### config.mk
export PLATFORM = sky130hd
export DESIGN_NAME = partition_stats
export DESIGN_NICKNAME = d
export VERILOG_FILES = /design/src/rtl/partition_stats.sv
export SDC_FILE = /design/constraint.sdc
export NUM_CORES = 1
export LEC_CHECK = 0
export ABC_AREA = 1
export BUFFER_PORTS_ARGS = -buffer_cell sky130_fd_sc_hd__buf_4
export CAP_MARGIN = 20
export CORE_ASPECT_RATIO = 0.75
export CORE_MARGIN = 2
export CORE_UTILIZATION = 35
export DETAILED_ROUTE_END_ITERATION = 8
export GPL_TIMING_DRIVEN = 0
export PLACE_DENSITY_LB_ADDON = 0.05
export SYNTH_ARGS = -nofsm -noshare
export SYNTH_HDL_FRONTEND = slang
export SYNTH_SLANG_ARGS = --single-unit
### constraint.sdc
create_clock -name clk -period 3.4 [get_ports clk]
set_input_delay 0.85 -clock clk [delete_from_list [all_inputs] [get_ports clk]]
set_output_delay 0.85 -clock clk [all_outputs]
set_load 0.05 [all_outputs]
### src/rtl/partition_stats.sv
// One quickselect partition pass: classifies a stream of samples against a latched pivot,
// counts/extrema per partition, re-emits tagged samples. Optional: PARTITION_MEDIAN_FOUND_EN.
module partition_stats #(
   parameter int BUFF_SIZE     = 32,
   parameter int BUFF_SIZE_BIT = $clog2(BUFF_SIZE) + 1
) (
   input  logic                     clk,
   input  logic                     rst_n,
   input  logic                     start,
   input  logic [7:0]               in_pivot,
   input  logic [BUFF_SIZE_BIT-1:0] in_median_pos,
   input  logic [BUFF_SIZE_BIT-1:0] in_buff_size,
   input  logic [7:0]               in_sample,
   input  logic                     in_valid,
   output logic                     in_ready,
   output logic [7:0]               out_sample,
   output logic [1:0]               out_part,
   output logic                     out_valid,
   output logic [BUFF_SIZE_BIT-1:0] lower_size,
   output logic [BUFF_SIZE_BIT-1:0] equal_size,
   output logic [BUFF_SIZE_BIT-1:0] larger_size,
   output logic [7:0]               max_lower,
   output logic [7:0]               min_lower,
   output logic [7:0]               max_larger,
   output logic [7:0]               min_larger,
   output logic [7:0]               pivot_q,
   output logic [BUFF_SIZE_BIT-1:0] median_pos_q,
   output logic                     result_valid,
   input  logic                     result_ready
`ifdef PARTITION_MEDIAN_FOUND_EN
   ,
   output logic                     median_found
`endif
);

   typedef enum logic [1:0] {IDLE, RUN, DONE} state_t;

   localparam logic [BUFF_SIZE_BIT-1:0] BUFF_MAX = BUFF_SIZE[BUFF_SIZE_BIT-1:0];
   localparam logic [1:0] P_LOWER  = 2'b00;
   localparam logic [1:0] P_EQUAL  = 2'b01;
   localparam logic [1:0] P_LARGER = 2'b10;

   state_t                   state_q, state_d;
   logic [7:0]               pvt_q, pvt_d;
   logic [BUFF_SIZE_BIT-1:0] mpos_q, mpos_d;
   logic [BUFF_SIZE_BIT-1:0] target_q, target_d;
   logic [BUFF_SIZE_BIT-1:0] cnt_q, cnt_d;
   logic [BUFF_SIZE_BIT-1:0] lower_q, lower_d;
   logic [BUFF_SIZE_BIT-1:0] equal_q, equal_d;
   logic [BUFF_SIZE_BIT-1:0] larger_q, larger_d;
   logic [7:0]               maxl_q, maxl_d, minl_q, minl_d;
   logic [7:0]               maxg_q, maxg_d, ming_q, ming_d;
   logic [7:0]               osmp_q, osmp_d;
   logic [1:0]               opart_q, opart_d;
   logic                     ovld_q, ovld_d;
   logic                     mfound_q, mfound_d;
   logic [BUFF_SIZE_BIT:0]   le_sum;

   // Median flag uses the next-state counts so it is ready together with result_valid.
   assign le_sum = {1'b0, lower_d} + {1'b0, equal_d};

   always_comb begin
      state_d  = state_q;
      pvt_d    = pvt_q;
      mpos_d   = mpos_q;
      target_d = target_q;
      cnt_d    = cnt_q;
      lower_d  = lower_q;
      equal_d  = equal_q;
      larger_d = larger_q;
      maxl_d   = maxl_q;
      minl_d   = minl_q;
      maxg_d   = maxg_q;
      ming_d   = ming_q;
      osmp_d   = osmp_q;
      opart_d  = opart_q;
      ovld_d   = 1'b0;
      mfound_d = mfound_q;
      case (state_q)
         IDLE: begin
            if (start) begin
               pvt_d    = in_pivot;
               mpos_d   = in_median_pos;
               target_d = (in_buff_size > BUFF_MAX) ? BUFF_MAX : in_buff_size;
               cnt_d    = '0;
               lower_d  = '0;
               equal_d  = '0;
               larger_d = '0;
               maxl_d   = 8'h00;
               minl_d   = 8'hFF;
               maxg_d   = 8'h00;
               ming_d   = 8'hFF;
               mfound_d = 1'b0;
               state_d  = (target_d == '0) ? DONE : RUN;
            end
         end
         RUN: begin
            if (in_valid) begin
               cnt_d  = cnt_q + 1'b1;
               osmp_d = in_sample;
               ovld_d = 1'b1;
               if (in_sample < pvt_q) begin
                  opart_d = P_LOWER;
                  lower_d = lower_q + 1'b1;
                  if (in_sample > maxl_q) maxl_d = in_sample;
                  if (in_sample < minl_q) minl_d = in_sample;
               end else if (in_sample == pvt_q) begin
                  opart_d = P_EQUAL;
                  equal_d = equal_q + 1'b1;
               end else begin
                  opart_d  = P_LARGER;
                  larger_d = larger_q + 1'b1;
                  if (in_sample > maxg_q) maxg_d = in_sample;
                  if (in_sample < ming_q) ming_d = in_sample;
               end
               if (cnt_d == target_q) begin
                  state_d  = DONE;
                  mfound_d = (lower_d <= mpos_q) && (le_sum > {1'b0, mpos_q});
               end
            end
         end
         DONE: begin
            if (result_ready) state_d = IDLE;
         end
         default: state_d = IDLE;
      endcase
   end

   always_ff @(posedge clk or negedge rst_n) begin
      if (!rst_n) begin
         state_q  <= IDLE;
         pvt_q    <= '0;
         mpos_q   <= '0;
         target_q <= '0;
         cnt_q    <= '0;
         lower_q  <= '0;
         equal_q  <= '0;
         larger_q <= '0;
         maxl_q   <= 8'h00;
         minl_q   <= 8'hFF;
         maxg_q   <= 8'h00;
         ming_q   <= 8'hFF;
         osmp_q   <= '0;
         opart_q  <= '0;
         ovld_q   <= 1'b0;
         mfound_q <= 1'b0;
      end else begin
         state_q  <= state_d;
         pvt_q    <= pvt_d;
         mpos_q   <= mpos_d;
         target_q <= target_d;
         cnt_q    <= cnt_d;
         lower_q  <= lower_d;
         equal_q  <= equal_d;
         larger_q <= larger_d;
         maxl_q   <= maxl_d;
         minl_q   <= minl_d;
         maxg_q   <= maxg_d;
         ming_q   <= ming_d;
         osmp_q   <= osmp_d;
         opart_q  <= opart_d;
         ovld_q   <= ovld_d;
         mfound_q <= mfound_d;
      end
   end

   assign in_ready     = (state_q == RUN);
   assign result_valid = (state_q == DONE);
   assign out_sample   = osmp_q;
   assign out_part     = opart_q;
   assign out_valid    = ovld_q;
   assign lower_size   = lower_q;
   assign equal_size   = equal_q;
   assign larger_size  = larger_q;
   assign max_lower    = maxl_q;
   assign min_lower    = minl_q;
   assign max_larger   = maxg_q;
   assign min_larger   = ming_q;
   assign pivot_q      = pvt_q;
   assign median_pos_q = mpos_q;
`ifdef PARTITION_MEDIAN_FOUND_EN
   assign median_found = mfound_q;
`else
   logic unused_mfound;
   assign unused_mfound = mfound_q ^ le_sum[0];
`endif

endmodule
==> results.toml, run 1 <==
[run_status]
status = "finished, final reports clean"

[sta]
post-route-period-util_pct = 78.0
final_critical_path_setup_slack_ns = 0.749
final-hold-violation-count = 0
transition_time_at_the_pin_with_the_least_slew_margin_ns = 0.634
maxSlewHeadroom_pct = 57.8
finalSetupViolCount = 0
timing_max_transition_violations_final = 0
post-route-min-period_ns = 2.65
final.setup_skew_ns = 0.00794
max_freq_mhz = 377
hold_slack_ns = 0.393
total_negative_setup_slack_ns = 0
setup_repair_after_global_routing_missed_its_margin = "false"

[synth]
yosysSeqAreaShare_pct = 43.9
syn-mean-instance-area_um2 = 7.79
synth-warning-count = 0
yosys_register_bits = 89
synthesis.instances = 657
synthDistinctLibCells = 37
post_synth_instance_area_mm2 = 0.00512
mappedNetlistNets = 732

[final_layout]
stdcell_area_mm2 = 0.00651
post_route_cells_drive_above_1_share_pct = 21.5
antennaDiodeCount = 0
area_added_between_synthesis_and_finish_pct = 27.3
layout.nets = 853

[setup_path]
critical_path_class = "reg2out"
worstPathArrival_ns = 1.80
setup.worst_path.end_class = "output port"
critical_path.max_fanout = 10
worstPathRequired_ns = 2.55
worst_setup_path_start_kind = "flip-flop"

[detailed_routing]
detail_route.wl_per_cell_um = 14.7
ant_nets = 0
wl_um = 14400
drtIter0Drc = 232
vias_per_cell = 4.71
drtPass1Iterations = 4
routed-via-count = 4632
drc = 0

[floorplan]
die_area_mm2 = 0.0156
fp.dieW_um = 144
ioPinCount = 110
chipHeight_um = 109
start_util_pct = 35.6
core_mm2 = 0.0144
std_cell_rows = 38

[clock_network]
ctsHtreeMaxLevel = 3
cts_resized = 0
cts_root_buffer = "clkbuf_16"
cts_post_setup_buffers_inserted = 0
numCtsBuffers = 9
clk-insertion-delay-late_ns = 0.35
cts_tree = "done"
clock_input_transition_at_the_sequential_cells_of_the_worst_setup_and_hold_paths_ns = 0.06
clock_sink_count = 89
clock_tree.buffer_depth = 2
post_cts_hold_buffer_count = 0

[global_route]
number_of_global_route_vias_before_repair = 4335
grt_use_total_pct = 19.2
grt_pass1_wl_um = 22800
number_of_antenna_violations_at_the_first_check_in_global_routing = 0
global_route.overflow_total = 0
largest_net_degree_at_the_start_of_global_routing = 70

[power]
leakagePower_nw = 3.53
peakVddDrop_mv = 0.606
power_density_mw_per_mm2 = 1020

[placed_design]
gp_routability_congestion = 0.809
io_buffer_count = 109
place_hpwl_um = 10900
dp_worst_setup_slack_ns = 0.543
placed_area_mm2 = 0.00621

[min_path]
hold_path_class = "in2async"

[flow_run]
max-cap-violations = 0
==> per-stage QoR <==
| stage | cells | utilization (%) | total power [W] |
|---|---|---|---|
| after floorplan | 657 | - | 0.00449 |
| after global placement | 966 | 43.1 | 0.00559 |
| after detailed placement | 967 | 43.3 | 0.00568 |
| after CTS | 983 | 45.3 | 0.00671 |
| after global routing | 983 | 45.3 | 0.00716 |
| final | 983 | 45.3 | 0.00663 |
==> cells in the final DEF, fill, tap and decap left out, drive strengths merged, types with 2 or more instances in the layout <==
master and count:
clkbuf 17, or2 4, buf 118, inv 85
nand4 13, dfrtp 73, nand2 239, nand3 59
ha 42, nor2 35, dfstp 16, o21a 2
o22ai 3, a21oi 17, xnor2 3, o21ai 37
clkinv 4, xor2 7, a21o 2
==> where the power goes <==
part / total (W) / internal [W] / switching, W
clock network: 0.00100 / 0.000588 / 0.000414
registers: 0.00187 / 0.00153 / 0.000335
logic: 0.00376 / 0.00110 / 0.00266
total: 0.00663 / 0.00322 / 0.00341
==> routing by layer <==
metal,wire length (µm),vias to the layer above,global-route usage [%]
li1,-,2339,-
met4,252,0,5.11
met1,6940,2178,26.4
met3,827,16,4.70
met2,6430,99,30.6
met5,0,-,0
==> worst max-delay path: stages (launching register included) <==
cell	delay, ns
dfrtp_1	0.41
inv_1	0.09
nor2_4	0.20
buf_4	0.24
buf_2	0.26
buf_4	0.24
==> layout make-up <==
type                       instances  area [µm²]
buffer                            14        72.6
clock buffer                      11         243
clock inverter                     5        56.3
fill                            1460        7850
inverter                          86         324
multi-input combinational        468        2470
sequential                        89        2250
tap                              200         250
timing repair buffer             110         846
==> cell families (layout without fill, tap and decap cells) <==
logic type,count (synthesis),in the layout,share of synthesized area (%)
XOR/XNOR,10,10,1.71
AO/OA/AOI/OAI,62,62,6.36
flip-flops,89,89,43.9
buffers and inverters,100,226,7.75
AND/OR/NAND/NOR,354,354,30.0
adder cells (fa/ha/maj),42,42,10.3
==> path summary, 6_finish.rpt <==
check,startpoint,end,slack [ns],depth (start not counted)
hold reg to reg,median_pos_q[3]$_DFFE_PN0P_,median_pos_q[3]$_DFFE_PN0P_,0.48,2
min in group clk,median_pos_q[3]$_DFFE_PN0P_,median_pos_q[3]$_DFFE_PN0P_,0.48,2
setup / recovery,state_q[0]$_DFFE_PN0P_,in_ready,0.75,5
hold / removal,rst_n,median_pos_q[3]$_DFFE_PN0P_,0.39,1
max in group asynchronous,rst_n,min_lower[7]$_DFFE_PN1P_,2.32,2
setup reg to reg,pivot_q[6]$_DFFE_PN0P_,equal_size[5]$_DFFE_PN0P_,1.28,11
==> registers in the layout, indices dropped and copies added (netlist names), 8 cells and up <==
| register | count |
|---|---|
| max_lower | 8 |
| out_sample | 8 |
| min_lower | 8 |
| min_larger | 8 |
| pivot_q | 8 |
| max_larger | 8 |
==> cell usage after synthesis (all sizes together) <==
library cell  number  area [µm²]
nand2            239         917
inv               85         319
dfrtp             73        1830
nand3             59         328
ha                42         526
o21ai             37         185
nor2              35         158
a21oi             17        85.1
dfstp             16         420
nand4             13        81.3
buf                8        50.0
xor2               7        61.3
clkbuf             6        22.5
or2                4        25.0
o22ai              3        18.8
xnor2              3        26.3
a21o               2        15.0
o21a               2        15.0
a31oi              1        6.26
and3               1        6.26
clkinv             1        5.00
nor3               1        5.00
nor3b              1        7.51
nor4               1        6.26
Note: power is estimated with default switching activity, not from simulation.
==> run 2, diff against run 1 <==
--- a/config.mk
+++ b/config.mk
@@ -5,7 +5,7 @@
 export SDC_FILE = /design/constraint.sdc
 export NUM_CORES = 1
 export LEC_CHECK = 0
-export ABC_AREA = 1
+export ABC_AREA = 0
 export BUFFER_PORTS_ARGS = -buffer_cell sky130_fd_sc_hd__buf_4
 export CAP_MARGIN = 20
 export CORE_ASPECT_RATIO = 0.75
==> constraint.sdc (replaced) <==
create_clock -name clk -period 2.51 [get_ports clk]
set_input_delay 0.6275 -clock clk [delete_from_list [all_inputs] [get_ports clk]]
set_output_delay 0.6275 -clock clk [all_outputs]
set_load 0.05 [all_outputs]
==> results.toml, run 2 <==
[power]
combinationalPowerShare_pct = 55.7
power_density_mw_per_mm2 = 1450
finalPower_w = 0.00911
power_switching_share_pct = 48.8
p_switching_w = 0.00444
leakagePower_nw = 3.07
cell_internal_pwr_w = 0.00466
power_frac_clock_pct = 16.0
peakVddDrop_mv = 0.795
power.sequential.fraction_pct = 28.4

[detailed_routing]
wl_um = 13800
drc = 0
detail_route.wl_per_cell_um = 17.2
ant_nets = 0
routed-via-count = 4148
drtPass1Iterations = 4
drtIter0Drc = 170
vias_per_cell = 5.16

[min_path]
hold_path_class = "in2async"

[sta]
final-hold-violation-count = 0
setup_repair_after_global_routing_missed_its_margin = "true"
post-route-min-period_ns = 2.41
maxSlewHeadroom_pct = 47.8
max_freq_mhz = 414
finalSetupViolCount = 0
timing_max_transition_violations_final = 0
transition_time_at_the_pin_with_the_least_slew_margin_ns = 0.781
post-route-period-util_pct = 96.1
final.setup_skew_ns = 0.00515

[placed_design]
placed_area_mm2 = 0.00595
place_hpwl_um = 10000
io_buffer_count = 109
gp_routability_congestion = 0.752
place_inst = 788

[run_status]
status = "finished, final reports clean"

[synth]
syn-mean-instance-area_um2 = 9.73
yosys_register_bits = 89
synthDistinctLibCells = 52
synth_top_flop_cell = "dfrtp_1"
synth-warning-count = 0
synthesis.instances = 503
top_post_synthesis_cells_by_area = "dfrtp_1, ha_1, dfstp_2"
most_area_hungry_cell_type_in_the_yosys_netlist = "dfrtp_1"
mappedNetlistNets = 578
post_synth_most_frequent_cells = "nand2_1, dfrtp_1, ha_1, inv_1, a21oi_1"
synth-async-reset-ratio_pct = 100
post_synth_instance_area_mm2 = 0.00489
synth-edff-count = 0
yosysSeqAreaShare_pct = 45.9
synth_top_cell_area_share_pct = 37.3
synthMostInstantiatedCell = "nand2_1"

[setup_path]
cp_cell_sequence = "buf_4 -> ha_1 -> nor2b_1 -> o211ai_1 -> a21oi_2 -> nor2_2 -> o311ai_2 -> mux2_2"
reg2reg_depth = 8
crit-reg2reg-launch = "pivot_q[1]$_DFFE_PN0P_"
worst_setup_path_start_kind = "input pin"
cpPeakStageDelay_ns = 0.36
regToRegSetupSlack_ns = 0.16
crit_buf_inv = 1
worst_setup_path_startpoint = "in_sample[1]"
worstPathArrival_ns = 2.64
worstReg2RegEnd = "max_lower[5]$_DFFE_PN0P_"
worstPathRequired_ns = 2.73
instance_count_on_the_critical_path = 8
critPathSlowestCell = "mux2_2"
worst_path_dominant_cell_family = "compound AO/OA/AOI/OAI gates"
critical_path_class = "in2reg"
setup.worst_path.end_class = "flip-flop"
critical_path.endpoint = "max_lower[5]$_DFFE_PN0P_"
critical_path.max_fanout = 10

[final_layout]
area_added_between_synthesis_and_finish_pct = 28.3
post_route_cells_drive_above_1_share_pct = 28.6
multi_input_area_mm2 = 0.00242
stdcell_area_mm2 = 0.00628
layout_commonest_cell = "buf_4"
layout.area.seq_mm2 = 0.00225
fillerInstances = 1388
layout.nets = 699
antennaDiodeCount = 0
layout.cells.most_common_list = "buf_4, nand2_1, dfrtp_1, ha_1, inv_1"
finish.cell_count_without_fillers = 804

[clock_network]
post_cts_hold_buffer_count = 0
cts_root_buffer = "clkbuf_16"
cts_tree = "done"
clock_sink_count = 89
clock_tree.buffer_depth = 2
clk-insertion-delay-late_ns = 0.34
numCtsBuffers = 9
ctsHtreeMaxLevel = 3
clock_input_transition_at_the_sequential_cells_of_the_worst_setup_and_hold_paths_ns = 0.07

[floorplan]
ioPinCount = 110
core_mm2 = 0.0137
fp.dieW_um = 141
start_util_pct = 35.7
die_area_mm2 = 0.0150
chipHeight_um = 106
std_cell_rows = 37

[global_route]
largest_net_degree_at_the_start_of_global_routing = 53
number_of_global_route_vias_before_repair = 4154
grt_pass1_wl_um = 22100
global_route.overflow_total = 0
number_of_antenna_violations_at_the_first_check_in_global_routing = 0
grt_use_total_pct = 19.0

[flow_run]
max-cap-violations = 0
## run 2: cell count changes after synthesis, sizes merged, moves of 10 or more
cell   before  now
o21ai      37   27
o31ai       0   12
a21oi      17   31
inv        85   42
mux2        0   18
nand2     239   88
nor2       35   20
nand3      59   11
## run 2: worst min path at each step
stage | cells after the start | start | slack [ns] | end
final | 1 | rst_n | 0.33 | max_lower[4]$_DFFE_PN0P_
after global routing | 1 | rst_n | 0.39 | max_lower[4]$_DFFE_PN0P_
after CTS | 1 | rst_n | 0.35 | max_lower[4]$_DFFE_PN0P_
after detailed placement | 2 | median_pos_q[1]$_DFFE_PN0P_ | 0.47 | median_pos_q[1]$_DFFE_PN0P_
after global placement | 2 | out_sample[3]$_DFFE_PN0P_ | 0.46 | out_sample[3]$_DFFE_PN0P_
after floorplan | 0 | rst_n | 0.33 | cnt_q[0]$_DFFE_PN0P_
## run 2: through the flow
stage	util [%]	hold WS (ns)	setup TNS [ns]	setup WS, ns
4_1_cts	45.8	0.352	0	0.0368
5_1_grt	45.8	0.389	-0.491	-0.0524
2_1_floorplan	-	0.332	0	0.0825
3_5_place_dp	43.4	0.466	-17.76	-0.524
3_3_place_gp	43.3	0.462	-15.43	-0.465
6_report	45.8	0.333	0	0.0974
## run 2: what timing repair did
item	4_1_cts	5_1_grt
gates resized for setup	2	3
buffers inserted	0	0
setup endpoints to repair	25	42
gates cloned	0	0
## run 2: power by group through the flow
stage          clock network [W]  logic (W)  registers, W
2_1_floorplan                  0    0.00192       0.00419
3_3_place_gp                   0    0.00497       0.00259
3_5_place_dp                   0    0.00506       0.00260
4_1_cts                  0.00148    0.00509       0.00259
5_1_grt                  0.00154    0.00547       0.00268
6_report                 0.00146    0.00507       0.00258
## run 2: final cells by class
| class | instances | share of cell area (%) |
|---|---|---|
| multi-input combinational | 355 | 38.6 |
| sequential | 89 | 35.8 |
| timing repair buffer | 110 | 13.4 |
| clock buffer | 10 | 3.65 |
| tap | 175 | 3.49 |
| inverter | 42 | 2.51 |
| clock inverter | 6 | 1.32 |
| buffer | 17 | 1.30 |
## run 2: kinds of logic (layout without fill, tap and decap cells)
family	count (synthesis)	count (layout)	share of synthesized area (%)
mux	21	21	4.76
flops	89	89	45.9
buf+inv	59	185	4.83
simple gates	175	175	17.1
xor+xnor	8	8	1.43
compound gates	109	109	15.2
fa+ha+maj	42	42	10.7
## run 2: routing by layer
layer  GRT usage (%)  wire [µm]  up-vias
met1            27.4       6970     2017
met3            4.77        778        6
met5               0          0        -
met4            4.21         79        0
li1                -          -     2014
met2            28.8       6010      111
==> run 3, diff against run 2 <==
--- a/config.mk
+++ b/config.mk
@@ -12,7 +12,7 @@
 export CORE_MARGIN = 2
 export CORE_UTILIZATION = 35
 export DETAILED_ROUTE_END_ITERATION = 8
-export GPL_TIMING_DRIVEN = 0
+export GPL_TIMING_DRIVEN = 1
 export PLACE_DENSITY_LB_ADDON = 0.05
 export SYNTH_ARGS = -nofsm -noshare
 export SYNTH_HDL_FRONTEND = slang
==> results.toml, run 3 (synthesis gave the netlist of run 2 again) <==
[final_layout]
layout.core_utilization_pct = 47.2
multi_input_area_mm2 = 0.00242
antennaDiodeCount = 0
layout.cells.most_common_list = "buf_4, nand2_1, dfrtp_1, ha_1, inv_1"
layout.area.seq_mm2 = 0.00225
post_route_cells_drive_above_1_share_pct = 32.2
layout.nets = 720
fillerInstances = 1363
layout_commonest_cell = "buf_4"
area_added_between_synthesis_and_finish_pct = 32.2

[power]
combinationalPowerShare_pct = 57.0
power_switching_share_pct = 48.1
cell_internal_pwr_w = 0.00479
power.sequential.fraction_pct = 28.1
peakVddDrop_mv = 0.745
power_density_mw_per_mm2 = 1430
leakagePower_nw = 3.20
p_switching_w = 0.00444
power_frac_clock_pct = 14.9

[sta]
post-route-period-util_pct = 94.2
total_negative_setup_slack_ns = 0
final-hold-violation-count = 0
setup_repair_after_global_routing_missed_its_margin = "false"
timing_max_transition_violations_final = 0
final.setup_skew_ns = 0.00744
max_freq_mhz = 423
final_critical_path_setup_slack_ns = 0.147
transition_time_at_the_pin_with_the_least_slew_margin_ns = 0.512
post-route-min-period_ns = 2.36
hold_slack_ns = 0.244
maxSlewHeadroom_pct = 65.9
finalSetupViolCount = 0

[global_route]
largest_net_degree_at_the_start_of_global_routing = 38
global_route.overflow_total = 0
number_of_antenna_violations_at_the_first_check_in_global_routing = 0
number_of_global_route_vias_before_repair = 4219
grt_use_total_pct = 19.0
grt_pass1_wl_um = 22400

[clock_network]
cts_tree = "done"
cts_post_setup_buffers_inserted = 0
cts_resized = 0
ctsHtreeMaxLevel = 3
cts_root_buffer = "clkbuf_16"
clock_input_transition_at_the_sequential_cells_of_the_worst_setup_and_hold_paths_ns = 0.07
clk-insertion-delay-late_ns = 0.34
post_cts_hold_buffer_count = 0
clock_sink_count = 89
clock_tree.buffer_depth = 2
numCtsBuffers = 9

[detailed_routing]
drtIter0Drc = 156
met2_wirelength_um = 6110
top_layer = "met4"
drc = 0
vias_per_cell = 5.05
wl_um = 13800
routed-via-count = 4168
ant_nets = 0
detail_route.wirelength.met1_um = 6730
wl_met3_um = 776
drtPass1Iterations = 4
detail_route.wl_per_cell_um = 16.8

[setup_path]
reg2reg_depth = 10
crit_buf_inv = 3
worstPathArrival_ns = 2.63
worstPathRequired_ns = 2.77
cp_cell_sequence = "inv_1 -> ha_1 -> nor2b_1 -> o211ai_1 -> a21oi_1 -> nor2_1 -> buf_4 -> nand4_2 -> buf_4 -> mux2_2"
critical_path_class = "reg2reg"
critical_path.most_common_cell = "buf_4"
regToRegSetupSlack_ns = 0.15
crit-reg2reg-launch = "pivot_q[1]$_DFFE_PN0P_"
setup.worst_path.end_class = "flip-flop"
critPathSlowestCell = "a21oi_1"
cpPeakStageDelay_ns = 0.40
worst_setup_path_startpoint = "pivot_q[1]$_DFFE_PN0P_"
critical_path.max_fanout = 8
worst_setup_path_start_kind = "flip-flop"
worstReg2RegEnd = "min_lower[6]$_DFFE_PN1P_"
worst_path_dominant_cell_family = "compound AO/OA/AOI/OAI gates"

[flow_run]
max-cap-violations = 0

[placed_design]
gp_routability_congestion = 0.774
place_hpwl_um = 10400
dp_worst_setup_slack_ns = -0.184
io_buffer_count = 109

[floorplan]
fp.dieW_um = 141
std_cell_rows = 37
start_util_pct = 35.7
ioPinCount = 110
chipHeight_um = 106
core_mm2 = 0.0137
die_area_mm2 = 0.0150

[run_status]
status = "finished, final reports clean"

[min_path]
hold_path_class = "in2async"
run 3: power groups by stage:
stage | Combinational, W | Clock (W) | Sequential [W]
6_report | 0.00526 | 0.00138 | 0.00260
5_1_grt | 0.00569 | 0.00147 | 0.00268
4_1_cts | 0.00530 | 0.00141 | 0.00260
3_5_place_dp | 0.00529 | 0 | 0.00262
3_3_place_gp | 0.00521 | 0 | 0.00260
2_1_floorplan | 0.00192 | 0 | 0.00419
run 3: worst max path at each step:
stage | depth (start not counted) | slack, ns | endpoint
after global routing | 10 | 0.01 | min_lower[5]$_DFFE_PN1P_
final | 10 | 0.15 | min_lower[6]$_DFFE_PN1P_
after CTS | 10 | 0.15 | min_lower[6]$_DFFE_PN1P_
after floorplan | 7 | 0.08 | max_lower[1]$_DFFE_PN0P_
after global placement | 10 | -0.16 | min_lower[2]$_DFFE_PN1P_
after detailed placement | 10 | -0.18 | min_lower[1]$_DFFE_PN1P_
run 3: through the flow:
stage          power [W]  instances  instance area, µm²
2_1_floorplan    0.00611        503                4890
3_3_place_gp     0.00781        809                6170
3_5_place_dp     0.00790        809                6170
4_1_cts          0.00932        825                6470
5_1_grt          0.00984        825                6470
6_report         0.00923        825                6470
run 3: final cells by class:
class | count | area share [%]
Sequential cell | 89 | 34.7
Timing Repair Buffer | 148 | 17.4
Inverter | 42 | 2.44
Clock buffer | 12 | 3.81
Multi-Input combinational cell | 355 | 37.4
Clock inverter | 4 | 0.812
Tap cell | 175 | 3.38
run 3: routing by layer:
| layer | vias to the layer above | global-route usage, % |
|---|---|---|
| li1 | 2056 | - |
| met1 | 1987 | 26.8 |
| met2 | 112 | 29.3 |
| met3 | 13 | 4.68 |
| met4 | 0 | 5.07 |
| met5 | - | 0 |
